**src/rtl/sqrt_nr_seq.sv**
```systemverilog
// Sequential non-restoring integer square root, one root bit per clock.
// Optional round-to-nearest result when SQRT_ROUND_EN is defined.
module sqrt_nr_seq #(
    parameter int WIDTH = 16
) (
    input  logic               i_clk,
    input  logic               i_reset,
    input  logic               i_start,
    input  logic [WIDTH-1:0]   i_data_in,
    output logic               o_busy,
    output logic               o_done,
    output logic [WIDTH/2-1:0] o_result,
    output logic [WIDTH/2:0]   o_residue
);

    localparam int N  = WIDTH / 2;
    localparam int KW = (N > 1) ? $clog2(N) : 1;

    typedef enum logic [1:0] {
        IDLE = 2'd0,
        ITER = 2'd1,
        FIX  = 2'd2
    } state_t;

    state_t            r_state;
    state_t            w_nextState;
    logic [WIDTH-1:0]  r_data;
    logic [N+1:0]      r_rem;
    logic [N-1:0]      r_q;
    logic [KW-1:0]     r_k;
    logic              r_done;
    logic [N-1:0]      r_result;
    logic [N:0]        r_residue;

    logic [1:0]        w_pair;
    logic [N+1:0]      w_rshift;
    logic [N+1:0]      w_rnew;
    logic [N-1:0]      w_qnew;
    logic [N:0]        w_rfix;
    logic [N-1:0]      w_result;

    always_ff @(posedge i_clk) begin
        if (i_reset) begin
            r_state <= IDLE;
        end else begin
            r_state <= w_nextState;
        end
    end

    always_comb begin
        w_nextState = r_state;
        case (r_state)
            IDLE:    if (i_start) w_nextState = ITER;
            ITER:    if (r_k == '0) w_nextState = FIX;
            FIX:     w_nextState = IDLE;
            default: w_nextState = IDLE;
        endcase
    end

    always_comb begin
        o_busy    = (r_state != IDLE);
        o_done    = r_done;
        o_result  = r_result;
        o_residue = r_residue;
    end

    // Shift in the next radicand bit pair, then subtract or add depending on the sign of R.
    always_comb begin
        w_pair   = r_data[{r_k, 1'b0} +: 2];
        w_rshift = {r_rem[N-1:0], w_pair};
        if (r_rem[N+1]) begin
            w_rnew = w_rshift + {r_q, 2'b11};
        end else begin
            w_rnew = w_rshift - {r_q, 2'b01};
        end
        w_qnew = {r_q[N-2:0], ~w_rnew[N+1]};
    end

    // The corrected remainder is known to be non-negative and below 2^(N+1), so the low bits suffice.
    always_comb begin
        if (r_rem[N+1]) begin
            w_rfix = r_rem[N:0] + {r_q, 1'b1};
        end else begin
            w_rfix = r_rem[N:0];
        end
    end

`ifdef SQRT_ROUND_EN
    always_comb begin
        w_result = r_q;
        if ((w_rfix > {1'b0, r_q}) && (r_q != '1)) begin
            w_result = r_q + N'(1);
        end
    end
`else
    assign w_result = r_q;
`endif

    always_ff @(posedge i_clk) begin
        if (i_reset) begin
            r_data    <= '0;
            r_rem     <= '0;
            r_q       <= '0;
            r_k       <= '0;
            r_done    <= 1'b0;
            r_result  <= '0;
            r_residue <= '0;
        end else begin
            r_done <= 1'b0;
            case (r_state)
                IDLE: begin
                    if (i_start) begin
                        r_data <= i_data_in;
                        r_rem  <= '0;
                        r_q    <= '0;
                        r_k    <= KW'(N - 1);
                    end
                end
                ITER: begin
                    r_rem <= w_rnew;
                    r_q   <= w_qnew;
                    r_k   <= r_k - KW'(1);
                end
                FIX: begin
                    r_rem     <= {1'b0, w_rfix};
                    r_residue <= w_rfix;
                    r_result  <= w_result;
                    r_done    <= 1'b1;
                end
                default: begin
                    r_done <= 1'b0;
                end
            endcase
        end
    end

endmodule

```
**config.mk**
```make
export PLATFORM = sky130hd
export DESIGN_NAME = sqrt_nr_seq
export DESIGN_NICKNAME = d
export VERILOG_FILES = /design/src/rtl/sqrt_nr_seq.sv
export SDC_FILE = /design/constraint.sdc
export NUM_CORES = 1
export LEC_CHECK = 0
export CORE_ASPECT_RATIO = 0.6
export CORE_UTILIZATION = 25
export DETAILED_ROUTE_END_ITERATION = 7
export PLACE_DENSITY = 0.52
export SLEW_MARGIN = 30
export SYNTH_ARGS = -nofsm -noshare
export SYNTH_HDL_FRONTEND = slang
export SYNTH_SLANG_ARGS = --single-unit
```
**constraint.sdc**
```tcl
create_clock -name i_clk -period 5.52 [get_ports i_clk]
set_input_delay 1.656 -clock i_clk [delete_from_list [all_inputs] [get_ports i_clk]]
set_output_delay 1.656 -clock i_clk [all_outputs]
set_load 0.01 [all_outputs]
```
==> out/metrics.csv <==
metric;value;unit
# diodes;0;
P&R area growth vs syn;24.1;%
CTS clock-pin slew for the worst setup and hold paths;0.06;ns
final setup TNS;0;ns
Initial Util;0.258;
clk sinks;57;
compound-cell area share of the yosys netlist;0.192;
leading area contributor after synthesis;dfxtp_1;
Overall Global Routing Usage;0.143;
crit path launch;r_state[1];
Die Span Y;91.5;um
clock root buffer;clkbuf_16;
via count;2940;
sequential element share of the synthesized area;0.342;
vias in the first global route;2779;
r2r worst-path depth;10;
Reg2Reg Setup Slack;2.59;ns
ANT nets after route;0;
Final Critical Period;3.42;ns
PD cells;327;nW/um2
Pleak;1.52;nW
worst reg2reg path endpoint;r_rem[8];
post-synthesis cell area;3340;um2
final setup fails;0;
# hold bufs at CTS;0;
mux share of post-synthesis cell area;0.0930;
post-route cell area;4140;um2
Nets;466;
PostCTS Resize Cnt;0;
Adder-Cell Fraction of Synth Area;0.0847;
largest net degree at the start of global routing;33;
Hold Fails Final Rpt;0;
RSZ-0062 raised after global routing;false;
outcome;completed;
ys async rst share;0;
Max-Cap Viols;0;
detailed router's first-iteration violation count;171;
slew margin rel.;0.430;
post-DP HPWL;6810;um
crit path max fanout;4;
Reg-to-Reg Start;r_k[1];
Syn. warnings;0;
wire length per cell;15.2;um
largest family of logic cells by synthesized area;simple AND/OR/NAND/NOR gates;
CTS buffer count;9;
first-pass GRT wire length;14900;um
placer congestion estimate;0.878;
maximum buffer depth of the clock tree;2;
critical path endpoint;o_busy;
CP Class;flip-flop to output pin;
H-tree Lvls;3;
routed wire length;9120;um
slew at the pin closest to its max-slew limit;0.854;ns
CP startpoint kind;flip-flop;
CP endpoint kind;output pin;
Max Freq;292;MHz
post-route clock period utilization;0.620;
Worst Clk Skew;0.00516;ns
First-pass DRT Iterations;4;
Area contributors post-synth;dfxtp_1 34%, ha_1 7.9%, nand2_1 6.0%;
CP Data Required Time;3.86;ns
top cell type's share of synthesized area;0.342;
Min-Delay Path Class;flip-flop to flip-flop;
Netlist cell types;54;
DRC;0;
Core Rows;32;
DR vias/cell;4.90;
Die Wd;151;um
total power;1.35;mW
I/O Buffers;37;
dpl cell area;3860;um2
Placeable Area;12900;um2
syn avg cell area;8.49;um2
Synth Area in Simple Gates;0.198;
number of post-CTS setup repair buffers;0;
IO Pins;38;
worst-skew pair later-pin latency;0.33;ns
initial antenna violation count;0;
Fin Hold WS;0.456;ns
post-synthesis xor/xnor area fraction;0.0525;
Fill cells;1381;
#FFs+latches synth;57;
Slew Limit Fails;0;
post-route core utilization;0.320;
CTS tree;yes;
share of post-route cells with drive strength above 1;0.0698;
Seq. cell area;1140;um2
Congestion Overflow GR;0;
Syn Inst Count;393;
number of enable flip-flop cells after synthesis;0;
syn nets;434;
Worst EP arrival;1.77;ns
Most used DFF post-synth;dfxtp_1;
Peak VDD IR;151;uV
area of the multi-input gates;2070;um2
die area;13800;um2
[kinds of logic after synthesis]
family | count (synthesis)
and+or+nand+nor | 141
AOI/OAI and AO/OA | 98
DFF | 57
buffers and inverters | 33
muxes | 22
adders and majority gates | 22
xor gates and xnor gates | 20
[worst max-delay path, cell delays in order (launching register included)]
cell and delay, ns:
dfxtp_1 0.39, inv_1 0.09, ha_1 0.23, inv_1 0.17
clkdlybuf4s50_1 0.57
[through the flow]
stage,std cells,setup slack [ns]
after floorplan,393,2.67
after global placement,584,1.92
after detailed placement,584,1.86
after CTS,600,2.10
after global routing,600,1.97
final,600,2.10
[worst min path at each step]
stage	depth (start not counted)	end	slack, ns	start
2_1_floorplan	2	r_data[5]	0.44	r_data[5]
3_3_place_gp	2	o_residue[0]	0.45	o_residue[0]
3_5_place_dp	2	o_residue[0]	0.45	o_residue[0]
4_1_cts	2	o_residue[0]	0.46	o_residue[0]
5_1_grt	2	o_residue[0]	0.49	o_residue[0]
6_report	2	o_residue[0]	0.46	o_residue[0]
[routing by layer]
metal,GRT usage,part of all wire,routed length [um]
met4,0.0400,0.0043,39
met1,0.221,0.54,4890
met5,0,0,0
met3,0.0437,0.062,562
met2,0.182,0.40,3630
[synth_stat cells (all sizes together) (2+ instances only)]
cell type / number
a311oi: 2
a21o: 4
a31oi: 3
xnor2: 16
nand2: 53
dfxtp: 57
or3: 2
o21ai: 16
nor2: 44
o21a: 3
nor3b: 2
mux4: 6
and2: 2
mux2i: 16
inv: 14
nor4: 3
nand3: 8
ha: 21
nor2b: 4
o22ai: 3
clkbuf: 11
a21oi: 32
a22oi: 10
nand4: 2
nand3b: 5
nand2b: 4
nor3: 8
a211oi: 10
a221oi: 3
o211ai: 3
xor2: 4
buf: 8
o221ai: 2
[layout by cell type, fill, tap and decap left out, types with 4 or more instances in the layout]
cell,n
dfxtp_1,57
clkbuf_16,9
xor2_1,4
nor2b_1,4
mux2i_1,16
clkdlybuf4s50_1,36
ha_1,21
nor2_1,43
xnor2_1,16
inv_1,13
nand2b_1,4
nand3_1,8
nor3_1,7
o21ai_0,14
a22oi_1,10
nand2_1,53
nand3b_1,5
mux4_1,4
a211oi_1,10
a21oi_1,32
[registers in the layout (all words and copies together), names as in the netlist]
register   flops
o_result       8
r_k            3
o_residue      9
r_rem         10
o_done         1
r_data        16
r_state        2
r_q            8
[area by class of cell]
| cell class | instances | share of cell area |
|---|---|---|
| clock buffers | 9 | 0.0544 |
| clock inverters | 7 | 0.0130 |
| inverters | 14 | 0.0127 |
| multi-input cells | 303 | 0.499 |
| flip-flops and latches | 57 | 0.276 |
| well taps | 170 | 0.0514 |
| repair buffers | 40 | 0.0937 |
[power breakdown]
group	internal [mW]	leakage [nW]	switching [mW]
Sequential	0.441	0.464	0.0329
Clock	0.306	0.128	0.217
Combinational	0.151	0.932	0.207
(Power assumes the default switching activity.)
